## config.mk

```make
export PLATFORM = sky130hd
export DESIGN_NAME = mul_sequencer_flat
export DESIGN_NICKNAME = d
export VERILOG_FILES = /design/src/rtl/mul_sequencer_if.sv /design/src/rtl/mul_sequencer.sv /design/src/flat_wrapper.sv
export SDC_FILE = /design/constraint.sdc
export NUM_CORES = 1
export LEC_CHECK = 0
export BUFFER_PORTS_ARGS = -buffer_cell sky130_fd_sc_hd__buf_2
export CAP_MARGIN = 10
export CORE_MARGIN = 2
export CORE_UTILIZATION = 55
export DETAILED_ROUTE_END_ITERATION = 10
export GPL_TIMING_DRIVEN = 0
export PLACE_DENSITY = 0.8
export SLEW_MARGIN = 30
export SYNTH_ARGS = -nofsm -noshare
export SYNTH_HDL_FRONTEND = slang
export SYNTH_SLANG_ARGS = --single-unit
```

## constraint.sdc

```tcl
create_clock -name clk -period 3.96 [get_ports clk]
set_input_delay 0.594 -clock clk [delete_from_list [all_inputs] [get_ports clk]]
set_output_delay 0.594 -clock clk [all_outputs]
set_load 0.005 [all_outputs]
```

## src/rtl/mul_sequencer_if.sv

```systemverilog
// Execute-stage handshake between the pipeline and the multiply sequencer.
// Master = pipeline/execute control, slave = mul_sequencer.
interface mul_sequencer_if #(
  parameter int XLEN = 32
);
  logic            start;
  logic [31:0]     instruction;
  logic [XLEN-1:0] rs1_val;
  logic [XLEN-1:0] rs2_val;
  logic            flush;
  logic            stall;
  logic            busy;
  logic [XLEN-1:0] result;
  logic            result_valid;
  logic            illegal;

  modport master (
    output start, instruction, rs1_val, rs2_val, flush,
    input  stall, busy, result, result_valid, illegal
  );

  modport slave (
    input  start, instruction, rs1_val, rs2_val, flush,
    output stall, busy, result, result_valid, illegal
  );
endinterface

```

## src/rtl/mul_sequencer.sv

```systemverilog
// Radix-2 shift-add sequencer for RV32M MUL/MULH/MULHSU/MULHU.
// MUL_HIGH_EN enables the high-word encodings and the SIGN state.
module mul_sequencer #(
  parameter int XLEN = 32
) (
  input logic           clk,
  input logic           rst,
  mul_sequencer_if.slave bus
);
  localparam int CW = $clog2(XLEN) + 1;

  typedef enum logic [1:0] {
    IDLE = 2'd0,
    CALC = 2'd1,
    SIGN = 2'd2,
    DONE = 2'd3
  } state_e;

  state_e            state_q, state_d;
  logic [2*XLEN-1:0] acc_q, acc_d;
  logic [XLEN-1:0]   mcand_q, mcand_d;
  logic [XLEN-1:0]   result_q, result_d;
  logic [CW-1:0]     cnt_q, cnt_d;
  logic              illegal_q, illegal_d;

  logic [6:0] opcode;
  logic [6:0] funct7;
  logic [2:0] funct3;
  logic       is_mul;
  logic       supported;
  logic       accept;
  logic       unused_instr;

  assign opcode = bus.instruction[6:0];
  assign funct3 = bus.instruction[14:12];
  assign funct7 = bus.instruction[31:25];
  assign unused_instr = ^{bus.instruction[24:15],
                          bus.instruction[11:7]};

  assign is_mul = (opcode == 7'b0110011)
               && (funct7 == 7'b0000001)
               && !funct3[2];

  logic s1, s2;
`ifdef MUL_HIGH_EN
  assign supported = 1'b1;
  assign s1 = (funct3 == 3'b001) || (funct3 == 3'b010);
  assign s2 = (funct3 == 3'b001);
`else
  assign supported = (funct3[1:0] == 2'b00);
  assign s1 = 1'b0;
  assign s2 = 1'b0;
`endif

  assign accept = (state_q == IDLE) && bus.start && is_mul
               && supported && !bus.flush;

  logic            neg1, neg2;
  logic [XLEN-1:0] mag1, mag2;

  assign neg1 = s1 & bus.rs1_val[XLEN-1];
  assign neg2 = s2 & bus.rs2_val[XLEN-1];
  assign mag1 = neg1 ? -bus.rs1_val : bus.rs1_val;
  assign mag2 = neg2 ? -bus.rs2_val : bus.rs2_val;

  // Lower half of acc holds the multiplier and shifts out as product bits.
  logic [XLEN:0]     sum;
  logic [2*XLEN-1:0] shifted;
  logic              last;

  assign sum = {1'b0, acc_q[2*XLEN-1:XLEN]}
             + (acc_q[0] ? {1'b0, mcand_q} : '0);
  assign shifted = {sum, acc_q[XLEN-1:1]};
  assign last = (cnt_q == CW'(XLEN - 1));

`ifdef MUL_HIGH_EN
  logic              neg_q, neg_d;
  logic [2:0]        f3_q, f3_d;
  logic [2*XLEN-1:0] prod_fix;

  assign neg_d    = accept ? (neg1 ^ neg2) : neg_q;
  assign f3_d     = accept ? funct3 : f3_q;
  assign prod_fix = neg_q ? -acc_q : acc_q;

  always_ff @(posedge clk) begin
    if (rst) begin
      neg_q <= 1'b0;
      f3_q  <= 3'b000;
    end else begin
      neg_q <= neg_d;
      f3_q  <= f3_d;
    end
  end
`endif

  always_ff @(posedge clk) begin
    if (rst) begin
      state_q   <= IDLE;
      acc_q     <= '0;
      mcand_q   <= '0;
      result_q  <= '0;
      cnt_q     <= '0;
      illegal_q <= 1'b0;
    end else begin
      state_q   <= state_d;
      acc_q     <= acc_d;
      mcand_q   <= mcand_d;
      result_q  <= result_d;
      cnt_q     <= cnt_d;
      illegal_q <= illegal_d;
    end
  end

  always_comb begin
    state_d = state_q;
    unique case (state_q)
      IDLE: if (accept) state_d = CALC;
`ifdef MUL_HIGH_EN
      CALC: if (last) state_d = SIGN;
      SIGN: state_d = DONE;
`else
      CALC: if (last) state_d = DONE;
`endif
      DONE: state_d = IDLE;
      default: state_d = IDLE;
    endcase
    if (bus.flush) state_d = IDLE;
  end

  always_comb begin
    acc_d     = acc_q;
    mcand_d   = mcand_q;
    cnt_d     = cnt_q;
    result_d  = result_q;
    illegal_d = (state_q == IDLE) && bus.start && is_mul
             && !supported && !bus.flush;
    if (accept) begin
      acc_d   = {{XLEN{1'b0}}, mag2};
      mcand_d = mag1;
      cnt_d   = '0;
    end else if (state_q == CALC) begin
      acc_d = shifted;
      cnt_d = cnt_q + CW'(1);
`ifndef MUL_HIGH_EN
      if (last && !bus.flush) result_d = shifted[XLEN-1:0];
`endif
    end
`ifdef MUL_HIGH_EN
    else if (state_q == SIGN) begin
      acc_d = prod_fix;
      if (!bus.flush) begin
        result_d = (f3_q == 3'b000) ? prod_fix[XLEN-1:0]
                                    : prod_fix[2*XLEN-1:XLEN];
      end
    end
`endif
  end

  always_comb begin
    bus.stall        = accept || (state_q == CALC)
                    || (state_q == SIGN);
    bus.busy         = (state_q != IDLE);
    bus.result_valid = (state_q == DONE);
    bus.result       = result_q;
    bus.illegal      = illegal_q;
  end
endmodule

```

## src/flat_wrapper.sv

```systemverilog
// flat-port wrapper written by rule: the top's interface ports become plain ports
module mul_sequencer_flat 
#(
  parameter int XLEN = 32
)
  (clk, rst, bus_start, bus_instruction, bus_rs1_val, bus_rs2_val, bus_flush, bus_stall, bus_busy, bus_result, bus_result_valid, bus_illegal);
  mul_sequencer_if #(.XLEN(XLEN)) bus_i ();
  input logic clk;
  input logic rst;
  input wire logic [$bits(bus_i.start)-1:0] bus_start;
  input wire logic [$bits(bus_i.instruction)-1:0] bus_instruction;
  input wire logic [$bits(bus_i.rs1_val)-1:0] bus_rs1_val;
  input wire logic [$bits(bus_i.rs2_val)-1:0] bus_rs2_val;
  input wire logic [$bits(bus_i.flush)-1:0] bus_flush;
  output wire logic [$bits(bus_i.stall)-1:0] bus_stall;
  output wire logic [$bits(bus_i.busy)-1:0] bus_busy;
  output wire logic [$bits(bus_i.result)-1:0] bus_result;
  output wire logic [$bits(bus_i.result_valid)-1:0] bus_result_valid;
  output wire logic [$bits(bus_i.illegal)-1:0] bus_illegal;
  assign bus_i.start = bus_start;
  assign bus_i.instruction = bus_instruction;
  assign bus_i.rs1_val = bus_rs1_val;
  assign bus_i.rs2_val = bus_rs2_val;
  assign bus_i.flush = bus_flush;
  assign bus_stall = bus_i.stall;
  assign bus_busy = bus_i.busy;
  assign bus_result = bus_i.result;
  assign bus_result_valid = bus_i.result_valid;
  assign bus_illegal = bus_i.illegal;
  mul_sequencer #(.XLEN(XLEN)) u_core (.clk(clk), .rst(rst), .bus(bus_i));
endmodule
```

==> results of run 1 <==
[cell families (layout without fill, tap and decap cells)]
family          count (synthesis)  after routing  share of synthesized area
compound gates                268            268                      0.240
xor+xnor                       30             30                     0.0384
fa+ha+maj                      34             34                     0.0633
buf+inv                        61            211                     0.0344
flops                         137            137                      0.401
simple gates                  349            349                      0.223
[final cells by class]
cell class | count | share of cell area
well taps | 168 | 0.0255
inverters | 7 | 0.00319
repair buffers | 120 | 0.0728
multi-input cells | 681 | 0.468
clock inverters | 10 | 0.0174
plain buffers | 54 | 0.0253
flip-flops and latches | 137 | 0.332
clock buffers | 20 | 0.0554
[cell usage after synthesis, types with 7 or more instances]
master                     count
sky130_fd_sc_hd__o21ai_0      19
sky130_fd_sc_hd__nor3_1        9
sky130_fd_sc_hd__clkbuf_1     42
sky130_fd_sc_hd__dfxtp_1     137
sky130_fd_sc_hd__ha_1         33
sky130_fd_sc_hd__nand4_1       7
sky130_fd_sc_hd__nand3_1      12
sky130_fd_sc_hd__o21bai_1      8
sky130_fd_sc_hd__and2_1       33
sky130_fd_sc_hd__a21oi_1     152
sky130_fd_sc_hd__a22oi_1      33
sky130_fd_sc_hd__o21ai_1       9
sky130_fd_sc_hd__xor2_1       13
sky130_fd_sc_hd__xnor2_1      17
sky130_fd_sc_hd__nor4_1        8
sky130_fd_sc_hd__a21o_1        9
sky130_fd_sc_hd__nand2_1     225
sky130_fd_sc_hd__buf_1         7
sky130_fd_sc_hd__nor2_1       33
[per-layer routing]
metal	wire length (um)	global-route usage	vias up
li1	-	-	3345
met1	7610	0.335	3045
met2	8420	0.460	159
met3	1330	0.103	15
met4	159	0.0715	0
met5	0	0	-
[state kept, by name, indices dropped and copies added, names as in the netlist]
| signal | flops |
|---|---|
| u_core.bus.result | 32 |
| u_core.cnt_q | 6 |
| u_core.bus.illegal | 1 |
| u_core.mcand_q | 32 |
| u_core.state_q | 2 |
| u_core.acc_q | 64 |
[placed cells by master, fill, tap and decap left out, drive strengths merged, types with 2 or more instances in the layout]
| cell type | instances |
|---|---|
| o2111ai | 2 |
| bufinv | 3 |
| or3 | 4 |
| nor3 | 9 |
| clkinvlp | 3 |
| clkinv | 2 |
| o21a | 3 |
| a21o | 10 |
| ha | 33 |
| a31oi | 6 |
| xnor2 | 17 |
| nor4 | 8 |
| xor2 | 13 |
| o21ai | 30 |
| nor2 | 33 |
| inv | 9 |
| a211oi | 4 |
| a22oi | 33 |
| nand2 | 225 |
| and2 | 33 |
| o211ai | 2 |
| o21bai | 8 |
| nand4 | 7 |
| clkbuf | 62 |
| nor2b | 4 |
| a221oi | 2 |
| nand2b | 6 |
| dfxtp | 137 |
| buf | 132 |
| nand3 | 12 |
| a2111oi | 3 |
| or4 | 2 |
| a21oi | 153 |
| o31a | 3 |
[worst paths after layout]
kind | start | endpoint | cells after the start
worst max-delay path | u_core.acc_q[0] | u_core.acc_q[63] | 12
worst min register to register | u_core.mcand_q[22] | u_core.mcand_q[22] | 2
worst min-delay path | bus_rs1_val[25] | u_core.mcand_q[25] | 3
worst max register to register | u_core.acc_q[0] | u_core.acc_q[63] | 12
[power breakdown]
part	switching (mW)	internal [mW]	total (mW)
Sequential	0.00000102	1.38	1.38
Clock	0.609	1.02	1.63
Combinational	0.0425	0.0345	0.0770
Total	0.652	2.43	3.08
[critical path, cell delays in order, from the launching register on]
cell	delay [ps]
sky130_fd_sc_hd__dfxtp_1	410
sky130_fd_sc_hd__clkbuf_1	240
sky130_fd_sc_hd__and2_1	190
sky130_fd_sc_hd__ha_1	210
sky130_fd_sc_hd__fa_1	420
sky130_fd_sc_hd__a21o_2	250
sky130_fd_sc_hd__a221oi_2	330
sky130_fd_sc_hd__o21ai_2	120
sky130_fd_sc_hd__o211a_1	270
sky130_fd_sc_hd__o211ai_2	330
sky130_fd_sc_hd__o31a_1	250
sky130_fd_sc_hd__o31a_1	170
sky130_fd_sc_hd__a2111oi_2	40
==> flow_results.xml, run 1 <==
<?xml version="1.0" encoding="UTF-8"?>
<metrics>
  <group name="floorplanning">
    <metric name="floorplan.io_pins" unit="">136</metric>
    <metric name="die_h" unit="um">116</metric>
    <metric name="die-width" unit="um">116</metric>
    <metric name="initial_utilization" unit="">0.567</metric>
    <metric name="design.core.area" unit="mm2">0.0121</metric>
    <metric name="die_area" unit="mm2">0.0133</metric>
    <metric name="num_rows" unit="">40</metric>
  </group>
  <group name="setup_path">
    <metric name="cp_max_fo" unit="">10</metric>
    <metric name="critical_path_arrival" unit="ps">3660</metric>
    <metric name="worstSetupEndpointType" unit="">register</metric>
    <metric name="critPathRequiredTime" unit="ps">4240</metric>
    <metric name="worst-setup-path-type" unit="">reg -&gt; reg</metric>
    <metric name="crit_path_launch_type" unit="">register</metric>
    <metric name="ff2ff_setup_slack" unit="ps">580</metric>
  </group>
  <group name="sta">
    <metric name="timing_worst_slew_pin_value" unit="ps">662</metric>
    <metric name="period_needed" unit="ps">3380</metric>
    <metric name="finalWorstSetupSlack" unit="ps">581</metric>
    <metric name="top_achievable_clock_speed" unit="GHz">0.296</metric>
    <metric name="finalSetupTns" unit="ps">0</metric>
    <metric name="rsz0062_at_grt" unit="">no</metric>
    <metric name="finClkSkew" unit="ps">8.85</metric>
    <metric name="layout_worst_path_cycle_share" unit="">0.853</metric>
    <metric name="report.final.setup_viol" unit="">0</metric>
    <metric name="hold_slack" unit="ps">407</metric>
    <metric name="slew_headroom" unit="">0.559</metric>
    <metric name="final-max-slew-violation-count" unit="">0</metric>
    <metric name="timing_hold_violations_final" unit="">0</metric>
  </group>
  <group name="global_route">
    <metric name="gr-total-overflow" unit="">0</metric>
    <metric name="global_route_wire_length_before_repair" unit="um">29400</metric>
    <metric name="grt_max_degree" unit="">17</metric>
    <metric name="number_of_global_route_vias_before_repair" unit="">6310</metric>
    <metric name="antenna_found_initial" unit="">1</metric>
    <metric name="gr_usage_total" unit="">0.275</metric>
  </group>
  <group name="hold_path">
    <metric name="hold_path.class" unit="">in -&gt; reg</metric>
  </group>
  <group name="clocking">
    <metric name="numClockSinks" unit="">137</metric>
    <metric name="tritoncts_clock_tree" unit="">yes</metric>
    <metric name="post-cts-setup-buffer-count" unit="">0</metric>
    <metric name="ctsLongestPathBuffers" unit="">2</metric>
    <metric name="cts.root.buffer_cell" unit="">sky130_fd_sc_hd__clkbuf_16</metric>
    <metric name="post_cts_resized" unit="">0</metric>
    <metric name="skew_pair_late_insertion_delay" unit="ps">430</metric>
    <metric name="number_of_buffers_created_by_cts" unit="">17</metric>
    <metric name="hold_buffers" unit="">0</metric>
    <metric name="path_clk_slew" unit="ps">60</metric>
    <metric name="h_tree_lvls" unit="">4</metric>
  </group>
  <group name="synthesis">
    <metric name="avgSynthCellArea" unit="um2">7.78</metric>
    <metric name="yosys_register_bits" unit="">137</metric>
    <metric name="postSynth.asyncResetShare" unit="">0</metric>
    <metric name="yosys_warnings" unit="">0</metric>
    <metric name="yosysSeqAreaShare" unit="">0.401</metric>
    <metric name="synth_enable_flop_cells" unit="">0</metric>
    <metric name="synthFlopType" unit="">sky130_fd_sc_hd__dfxtp_1</metric>
    <metric name="synth_top_area_cell" unit="">sky130_fd_sc_hd__dfxtp_1</metric>
    <metric name="post-synth-top-area-fraction" unit="">0.401</metric>
    <metric name="netlist_top_cells_area" unit="">sky130_fd_sc_hd__dfxtp_1 (40%), sky130_fd_sc_hd__nand2_1 (12%), sky130_fd_sc_hd__a21oi_1 (11%)</metric>
    <metric name="syn_nets" unit="">1013</metric>
    <metric name="synthesis.instances" unit="">879</metric>
    <metric name="synth.distinct_cells" unit="">57</metric>
    <metric name="post_synth_instance_area" unit="mm2">0.00684</metric>
  </group>
  <group name="layout">
    <metric name="area_used_by_multi_input_combinational_logic" unit="mm2">0.00386</metric>
    <metric name="seq_area" unit="mm2">0.00274</metric>
    <metric name="fin_area" unit="mm2">0.00825</metric>
    <metric name="design.final.nets" unit="">1152</metric>
    <metric name="diodes" unit="">0</metric>
    <metric name="layout.filler_cells" unit="">1052</metric>
    <metric name="layout_cell_share_with_drive_strength_beyond_1" unit="">0.164</metric>
    <metric name="finalCoreUtilization" unit="">0.684</metric>
    <metric name="final_cells" unit="">1197</metric>
    <metric name="areaGrowthSynthToFinish" unit="%">20.6</metric>
  </group>
  <group name="power_and_ir_drop">
    <metric name="static-leakage-power" unit="nW">3.30</metric>
    <metric name="design_power_total" unit="mW">3.08</metric>
    <metric name="power_per_cell_area" unit="mW/mm2">374</metric>
    <metric name="power.ir.vdd_worst" unit="V">0.000292</metric>
  </group>
  <group name="drt">
    <metric name="avgViaCountPerCell" unit="">5.48</metric>
    <metric name="wire_per_inst" unit="um">14.6</metric>
    <metric name="route.vias.total" unit="">6564</metric>
    <metric name="antenna_violating_nets_post_route" unit="">0</metric>
    <metric name="drt_pass1_iterations" unit="">5</metric>
    <metric name="drcViolationCount" unit="">0</metric>
    <metric name="detail_route.wirelength" unit="um">17500</metric>
    <metric name="initialDrtViolationCount" unit="">406</metric>
  </group>
  <group name="place">
    <metric name="dpl_worst_slack" unit="ps">631</metric>
    <metric name="place_congestion" unit="">0.896</metric>
    <metric name="port_buffer_count" unit="">120</metric>
    <metric name="place_hpwl" unit="um">12900</metric>
    <metric name="post-place-cells" unit="">1167</metric>
    <metric name="dpl_cell_area" unit="mm2">0.00765</metric>
  </group>
  <group name="outcome">
    <metric name="status" unit="">finished clean</metric>
  </group>
  <group name="run">
    <metric name="max_cap_violations" unit="">0</metric>
  </group>
</metrics>
Power figures use the tool's default switching activity.
==> run 2: changes to the inputs <==
Settings changed: CTS_CLUSTER_SIZE from default to 16, SETUP_SLACK_MARGIN from default to 0.02.
Clock period 3.96 ns to 3.5 ns, I/O delays scaled along.
==> flow_results.xml, run 2 (same netlist as run 1, synthesis figures left out) <==
<?xml version="1.0" encoding="UTF-8"?>
<metrics>
  <group name="setup_path">
    <metric name="worstSetupEndpointType" unit="">register</metric>
    <metric name="worst-setup-path-type" unit="">reg -&gt; reg</metric>
    <metric name="path_common_cell" unit="">sky130_fd_sc_hd__o31a_1</metric>
    <metric name="critical_path_arrival" unit="ps">3390</metric>
    <metric name="critical_path.top_delay_family" unit="">compound AO/OA/AOI/OAI gates</metric>
    <metric name="path_cells" unit="">clkbuf_1 -&gt; and2_1 -&gt; ha_1 -&gt; and3_1 -&gt; a221oi_4 -&gt; o21ai_2 -&gt; o211a_1 -&gt; o211ai_4 -&gt; o31a_1 -&gt; o31a_1 -&gt; a2111oi_2</metric>
    <metric name="critPathRequiredTime" unit="ps">3780</metric>
    <metric name="timing.critical_path.buf_inv" unit="">1</metric>
    <metric name="crit_path_launch_type" unit="">register</metric>
    <metric name="cpMaxStageDelayCell" unit="">sky130_fd_sc_hd__dfxtp_2</metric>
    <metric name="critPathMaxStageDelay" unit="ps">500</metric>
    <metric name="cp_max_fo" unit="">15</metric>
  </group>
  <group name="sta">
    <metric name="timing_worst_slew_pin_value" unit="ps">653</metric>
    <metric name="report.final.setup_viol" unit="">0</metric>
    <metric name="finalSetupTns" unit="ps">0</metric>
    <metric name="timing_hold_violations_final" unit="">0</metric>
    <metric name="finClkSkew" unit="ps">7.21</metric>
    <metric name="top_achievable_clock_speed" unit="GHz">0.322</metric>
    <metric name="rsz0062_at_grt" unit="">no</metric>
    <metric name="finalWorstSetupSlack" unit="ps">398</metric>
    <metric name="layout_worst_path_cycle_share" unit="">0.886</metric>
    <metric name="period_needed" unit="ps">3100</metric>
    <metric name="slew_headroom" unit="">0.565</metric>
    <metric name="final-max-slew-violation-count" unit="">0</metric>
  </group>
  <group name="layout">
    <metric name="layout_cell_share_with_drive_strength_beyond_1" unit="">0.165</metric>
    <metric name="layout.cells.most_common" unit="">sky130_fd_sc_hd__nand2_1</metric>
    <metric name="largest_register_ff_count" unit="">64</metric>
    <metric name="largest-register" unit="">u_core.acc_q</metric>
    <metric name="most-common-layout-cells" unit="">sky130_fd_sc_hd__nand2_1 (225), sky130_fd_sc_hd__a21oi_1 (152), sky130_fd_sc_hd__dfxtp_1 (136)</metric>
    <metric name="diodes" unit="">0</metric>
    <metric name="seq_area" unit="mm2">0.00274</metric>
    <metric name="design.final.nets" unit="">1151</metric>
    <metric name="layout.filler_cells" unit="">1047</metric>
    <metric name="areaGrowthSynthToFinish" unit="%">20.9</metric>
    <metric name="area_used_by_multi_input_combinational_logic" unit="mm2">0.00388</metric>
  </group>
  <group name="place">
    <metric name="dpl_worst_slack" unit="ps">171</metric>
    <metric name="port_buffer_count" unit="">120</metric>
    <metric name="place_hpwl" unit="um">12900</metric>
    <metric name="place_congestion" unit="">0.896</metric>
  </group>
  <group name="clocking">
    <metric name="post-cts-setup-buffer-count" unit="">0</metric>
    <metric name="tritoncts_clock_tree" unit="">yes</metric>
    <metric name="numClockSinks" unit="">137</metric>
    <metric name="h_tree_lvls" unit="">4</metric>
    <metric name="path_clk_slew" unit="ps">60</metric>
    <metric name="skew_pair_late_insertion_delay" unit="ps">430</metric>
    <metric name="number_of_buffers_created_by_cts" unit="">17</metric>
    <metric name="cts.root.buffer_cell" unit="">sky130_fd_sc_hd__clkbuf_16</metric>
    <metric name="post_cts_resized" unit="">0</metric>
    <metric name="ctsLongestPathBuffers" unit="">2</metric>
    <metric name="hold_buffers" unit="">0</metric>
  </group>
  <group name="floorplanning">
    <metric name="design.core.area" unit="mm2">0.0121</metric>
    <metric name="floorplan.io_pins" unit="">136</metric>
    <metric name="die_h" unit="um">116</metric>
    <metric name="die-width" unit="um">116</metric>
    <metric name="die_area" unit="mm2">0.0133</metric>
    <metric name="initial_utilization" unit="">0.567</metric>
    <metric name="num_rows" unit="">40</metric>
  </group>
  <group name="global_route">
    <metric name="global_route_wire_length_before_repair" unit="um">29400</metric>
    <metric name="gr-total-overflow" unit="">0</metric>
    <metric name="antenna_found_initial" unit="">1</metric>
    <metric name="number_of_global_route_vias_before_repair" unit="">6310</metric>
    <metric name="grt_max_degree" unit="">17</metric>
    <metric name="gr_usage_total" unit="">0.275</metric>
  </group>
  <group name="drt">
    <metric name="detail_route.wirelength" unit="um">17500</metric>
    <metric name="wire_per_inst" unit="um">14.7</metric>
    <metric name="initialDrtViolationCount" unit="">373</metric>
    <metric name="route.met3.wl" unit="um">1330</metric>
    <metric name="route.vias.total" unit="">6604</metric>
    <metric name="avgViaCountPerCell" unit="">5.52</metric>
    <metric name="highest-signal-layer" unit="">met4</metric>
    <metric name="antenna_violating_nets_post_route" unit="">0</metric>
    <metric name="drt_pass1_iterations" unit="">5</metric>
    <metric name="drt-met1-wl" unit="um">7560</metric>
    <metric name="drcViolationCount" unit="">0</metric>
    <metric name="met2RoutedLength" unit="um">8430</metric>
  </group>
  <group name="run">
    <metric name="max_cap_violations" unit="">0</metric>
  </group>
  <group name="hold_path">
    <metric name="hold_path.class" unit="">in -&gt; reg</metric>
  </group>
  <group name="power_and_ir_drop">
    <metric name="power_per_cell_area" unit="mW/mm2">422</metric>
    <metric name="static-leakage-power" unit="nW">3.29</metric>
    <metric name="power.ir.vdd_worst" unit="V">0.000331</metric>
    <metric name="design_power_total" unit="mW">3.48</metric>
  </group>
  <group name="outcome">
    <metric name="status" unit="">finished clean</metric>
  </group>
</metrics>
## run 2: cell count changes in the layout (fill, tap and decap cells not counted)
cell                       change
sky130_fd_sc_hd__a221oi_2      -1
sky130_fd_sc_hd__a221oi_4      +1
sky130_fd_sc_hd__clkbuf_1      -1
sky130_fd_sc_hd__dfxtp_1       -1
sky130_fd_sc_hd__dfxtp_2       +1
sky130_fd_sc_hd__o211ai_2      -1
sky130_fd_sc_hd__o211ai_4      +1
## run 2: worst paths after layout
check                                        start  cells after the start                  to  slack [ps]
worst max register to register     u_core.acc_q[0]                     11    u_core.acc_q[63]         400
worst max-delay path               u_core.acc_q[0]                     11    u_core.acc_q[63]         400
worst min-delay path               bus_rs1_val[25]                      3  u_core.mcand_q[25]         340
worst min register to register  u_core.mcand_q[22]                      2  u_core.mcand_q[22]         440
## run 2: layout make-up
type	instances	share of cell area
Multi-Input combinational cell	681	0.469
Sequential cell	137	0.332
Timing Repair Buffer	120	0.0727
Clock buffer	20	0.0552
Tap cell	168	0.0254
Buffer	53	0.0248
Clock inverter	10	0.0174
Inverter	7	0.00318
## run 2: through the flow
step	instances	util	area [um2]	hold WS (ps)
floorplan	879	-	6840	427
global placement	1167	0.634	7650	435
detailed placement	1167	0.634	7650	440
CTS	1197	0.684	8250	330
global route	1196	0.685	8270	329
finish	1196	0.685	8270	338
## run 2: worst reg2reg max path: cells and delay by family, from the launching register on
family	cells	cell delay [ps]
flops	1	500
simple gates	2	410
fa+ha+maj	1	300
buf+inv	1	300
compound gates	7	1450
## run 2: routing by layer
metal,vias up,global-route usage
met3,17,0.103
met4,0,0.0715
met1,3080,0.335
met2,173,0.460
li1,3334,-
met5,-,0
## run 2: power by group
| part | total, mW | internal (mW) | switching (mW) |
|---|---|---|---|
| sequential | 1.56 | 1.56 | 0.00000120 |
| clock | 1.84 | 1.15 | 0.685 |
| combinational | 0.0874 | 0.0391 | 0.0484 |
